### src/rtl/serial_add_arbiter.sv
// Round-robin bit-serial adder sharing one full-adder cell between two requesters.
// Define SERIAL_ADD_SUB_EN to add per-requester subtract (a - b) support.
//
// state | meaning
// IDLE  | arbitrate pending requests, accept one
// ADD   | one operand bit per cycle through the shared cell, LSB first
// DONE  | done pulse cycle, result/cout valid
module serial_add_arbiter #(
  parameter int WIDTH = 8
) (
  input  logic             clk,
  input  logic             rst_n,
  input  logic             req0,
  input  logic [WIDTH-1:0] a0,
  input  logic [WIDTH-1:0] b0,
  input  logic             req1,
  input  logic [WIDTH-1:0] a1,
  input  logic [WIDTH-1:0] b1,
`ifdef SERIAL_ADD_SUB_EN
  input  logic             sub0,
  input  logic             sub1,
`endif
  output logic [1:0]       grant,
  output logic             busy,
  output logic             done,
  output logic             owner,
  output logic [WIDTH-1:0] result,
  output logic             cout
);

  localparam int CW = $clog2(WIDTH);

  typedef enum logic [1:0] {IDLE, ADD, DONE} state_t;

  state_t           state, state_nxt;
  logic [WIDTH-1:0] a_sh, b_sh;
  logic [WIDTH-2:0] sum_sh;
  logic [WIDTH-1:0] sum_nxt;
  logic [WIDTH-1:0] b_sel;
  logic [CW-1:0]    cnt;
  logic             carry, last_owner;
  logic             accept, pick1, sel_sub, last_cnt;
  logic             sum_bit, cell_cout;

  assign accept = (state == IDLE) && (req0 || req1);
  // On a tie the requester that did not win last time goes first.
  assign pick1  = req1 && (!req0 || !last_owner);
`ifdef SERIAL_ADD_SUB_EN
  assign sel_sub = pick1 ? sub1 : sub0;
`else
  assign sel_sub = 1'b0;
`endif
  assign b_sel    = pick1 ? b1 : b0;
  assign last_cnt = (cnt == CW'(WIDTH - 1));

  assign sum_bit   = a_sh[0] ^ b_sh[0] ^ carry;
  assign cell_cout = (a_sh[0] & b_sh[0]) | (carry & (a_sh[0] ^ b_sh[0]));
  assign sum_nxt   = {sum_bit, sum_sh};

  always_ff @(posedge clk or negedge rst_n) begin
    if (!rst_n) state <= IDLE;
    else        state <= state_nxt;
  end

  always_comb begin
    state_nxt = state;
    case (state)
      IDLE:    if (req0 || req1) state_nxt = ADD;
      ADD:     if (last_cnt) state_nxt = DONE;
      DONE:    state_nxt = IDLE;
      default: state_nxt = IDLE;
    endcase
  end

  always_ff @(posedge clk or negedge rst_n) begin
    if (!rst_n) begin
      a_sh       <= '0;
      b_sh       <= '0;
      sum_sh     <= '0;
      cnt        <= '0;
      carry      <= 1'b0;
      last_owner <= 1'b1;
      grant      <= 2'b00;
      busy       <= 1'b0;
      done       <= 1'b0;
      owner      <= 1'b0;
      result     <= '0;
      cout       <= 1'b0;
    end else begin
      grant <= 2'b00;
      done  <= 1'b0;
      if (accept) begin
        a_sh       <= pick1 ? a1 : a0;
        // Subtraction is a + ~b + 1: invert b here, the +1 rides in on carry.
        b_sh       <= sel_sub ? ~b_sel : b_sel;
        cnt        <= '0;
        carry      <= sel_sub;
        owner      <= pick1;
        last_owner <= pick1;
        grant      <= pick1 ? 2'b10 : 2'b01;
        busy       <= 1'b1;
      end
      if (state == ADD) begin
        a_sh   <= a_sh >> 1;
        b_sh   <= b_sh >> 1;
        sum_sh <= sum_nxt[WIDTH-1:1];
        carry  <= cell_cout;
        cnt    <= cnt + CW'(1);
        if (last_cnt) begin
          done   <= 1'b1;
          result <= sum_nxt;
          cout   <= cell_cout;
        end
      end
      if (state == DONE) busy <= 1'b0;
    end
  end

endmodule
### config.mk
export PLATFORM = sky130hd
export DESIGN_NAME = serial_add_arbiter
export DESIGN_NICKNAME = d
export VERILOG_FILES = /design/src/rtl/serial_add_arbiter.sv
export SDC_FILE = /design/constraint.sdc
export NUM_CORES = 1
export LEC_CHECK = 0
export BUFFER_PORTS_ARGS = -buffer_cell sky130_fd_sc_hd__buf_2
export CORE_MARGIN = 1.5
export CORE_UTILIZATION = 47
export DETAILED_ROUTE_END_ITERATION = 12
export PLACE_DENSITY_LB_ADDON = 0.3
export SYNTH_ARGS = -nofsm -noshare
export SYNTH_HDL_FRONTEND = slang
export SYNTH_SLANG_ARGS = --single-unit
### constraint.sdc
create_clock -name clk -period 1.55 [get_ports clk]
set_clock_uncertainty 0.1 [all_clocks]
set_input_delay 0.31 -clock clk [delete_from_list [all_inputs] [get_ports clk]]
set_output_delay 0.31 -clock clk [all_outputs]
set_load 0.02 [all_outputs]
==> impl_metrics.csv <==
group,metric,value,unit
clock_network,clk_pin_slew,80,ps
synth,synth_compound_area_share,13.1,%
floorplan,fp.dieH,68.4,um
sta,relSlewSlack,71.5,%
placement,numPortBuffers,49,
setup_path,critPathKind,"flip-flop to flip-flop",
run_status,run_status,"complete, no violations",
placement,routabilityCongestion,0.835,
cells_and_area,final_nets,265,
placement,place_inst,264,
clock_network,clk-insertion-delay-late,290,ps
sta,timing.final.crit_share,96.8,%
synth,netlist.area_leader.share,53.4,%
detailed_routing,num_vias,1586,
synth,ys_warn_count,0,
setup_path,crit_path_end_kind,"flip-flop",
sta,worst_slew_pin_slew,427,ps
floorplan,die-area,4680,um2
synth,syn_nets,197,
detailed_routing,via_per_inst,5.73,
cells_and_area,fill_cells,299,
synth,synth-simple-area-share,13.5,%
setup_path,arrival,1590,ps
cells_and_area,final_common_cell,"buf_2",
synth,synthFlopType,"dfrtp_1",
sta,slew_viol_final,0,
detailed_routing,drcViolationCount,0,
floorplan,start_util,49.6,%
synth,synth_xor_area_share,0,%
floorplan,rows,23,
clock_network,clk_path_buf_depth,2,
global_route,grt_antenna_before_repair,0,
hold_path,hold_depth,2,
cells_and_area,final_util,64.9,%
clock_network,numCtsBuffers,5,
global_route,grt_max_degree,19,
setup_path,reg2reg_slack,50,ps
cells_and_area,layout_common_cells,"buf_2, dfrtp_1, nand3_1",
clock_network,clockRootBuffer,"clkbuf_8",
global_route,grt_pass1_vias,1616,
power_and_ir_drop,p_per_area,1860,nW/um2
sta,setup_ws,49.4,ps
sta,fin_crit,1500,ps
sta,finalHoldViolCount,0,
power_and_ir_drop,p_leak,1.32,nW
synth,ys_seq_elements,44,
detailed_routing,ant_nets,0,
global_route,grt_usage,22.3,%
synth,yosysSeqAreaShare,54.8,%
setup_path,cp_max_fo,11,
setup_path,start_kind,"flip-flop",
hold_path,hp-class,"primary input to flip-flop",
synth,synth_edf_count,0,
floorplan,ios,50,
sta,clock.fmax,666,MHz
floorplan,dieWidth,68.4,um
global_route,grt_pass1_wl,7590,um
cells_and_area,area_growth,30.9,%
synth,synth_mux_area_share,11.7,%
cells_and_area,final_cells,277,
detailed_routing,routedWlPerCell,16.8,um
synth,synth.area.top_cells,"dfrtp_1, mux2_4, nand3_1",
synth,async_flop_share,100,%
synth,synth_top_cell_by_area,"dfrtp_1",
placement,pre_cts_slack,-28.8,ps
synth,synth_top_family_by_area,"simple AND/OR/NAND/NOR gates",
detailed_routing,wl,4670,um
synth,synthCells,158,
synth,syn_area,2010,um2
sta,rsz0062_at_grt,"yes",
placement,hpwl,3430,um
power_and_ir_drop,ir_drop,0.000829,V
clock_network,htreeDepth,2,
clock_network,cts_tree,"done",
cells_and_area,layout-drive-gt1-share,48.9,%
sta,setup_viol,0,
cells_and_area,antenna_cells,0,
setup_path,reg2reg_depth,3,
setup_path,critical_path_required,1630,ps
synth,synth.avg_cell_area,12.7,um2
synth,synth_cell_types,30,
run,drv_cap,0,
synth,synth_fa_ha_area_share,2.24,%
clock_network,cts.sinks,44,
detailed_routing,drt_iter0_drc,53,
global_route,overflow,0,
floorplan,core,4060,um2
detailed_routing,first_pass_iters,4,
sta,tns,0,ps
cells by family after synthesis:
| group | Yosys count |
|---|---|
| simple gates | 43 |
| mux | 17 |
| flops | 44 |
| fa+ha+maj | 3 |
| buf+inv | 15 |
| compound gates | 36 |
routing by layer:
layer  track usage (%)  vias to the layer above  wire [um]
met2              35.5                       64       2330
met1              29.0                      789       2050
met4              10.3                        0         85
li1                  -                      724          -
met5                 0                        -          0
met3              4.93                        9        202
power breakdown:
part	internal (mW)	total [mW]	switching, mW
Sequential	1.62	1.93	0.315
Clock	0.527	0.922	0.395
Combinational	1.09	2.05	0.963
Total	3.23	4.90	1.67
timing repair:
item	CTS	global route
buffers inserted	2	1
setup endpoints to repair	18	9
endpoints found under the hold margin	14	0
resized for setup	3	6
cloned	0	1
pin swaps	2	1
hold buffers	1	0
registers in the layout, indices dropped and copies added, names as in the netlist, 2 cells and up:
name	count
state	2
a_sh	8
cnt	3
b_sh	8
sum_sh	7
grant	2
result	8
final timing paths:
check                           startpoint   endpoint
max in group asynchronous            rst_n    b_sh[7]
worst min register to register       owner      owner
min in group asynchronous            rst_n     cnt[0]
worst min-delay path                 a1[5]    a_sh[5]
worst max-delay path              state[0]  sum_sh[2]
worst max register to register    state[0]  sum_sh[2]
stage by stage:
stage / total power, mW / hold WS [ps] / cell area, um2
floorplan: 3.21 / -85.6 / 2010
global placement: 3.77 / 174 / 2430
detailed placement: 3.87 / 177 / 2430
CTS: 4.83 / 137 / 2580
global route: 5.20 / 147 / 2640
finish: 4.90 / 145 / 2640
synth_stat cells, types with 2 or more instances:
library cell,number
ha_1,2
o21ai_0,13
a21oi_1,2
mux2_2,5
mux2_4,12
nand3_1,26
inv_1,2
a32oi_1,13
buf_4,2
nor3b_4,2
a221o_1,3
and2_1,2
a22o_1,3
nor2_1,5
and3_1,2
buf_2,4
clkbuf_1,3
dfrtp_1,43
buf_6,3
critical path, stage by stage, from the launching register on:
cell,delay [ps]
dfrtp_1,420
nor2b_4,350
buf_12,180
mux2_2,340
cell type report:
cell class | count | area [um2] | share of cell area [%]
Clock buffer | 6 | 82.6 | 3.13
Clock inverter | 2 | 38.8 | 1.47
Inverter | 3 | 13.8 | 0.522
Multi-Input combinational cell | 100 | 863 | 32.8
Sequential cell | 44 | 1100 | 41.9
Tap cell | 50 | 62.6 | 2.37
Timing Repair Buffer | 72 | 470 | 17.9
(Power assumes the default switching activity.)
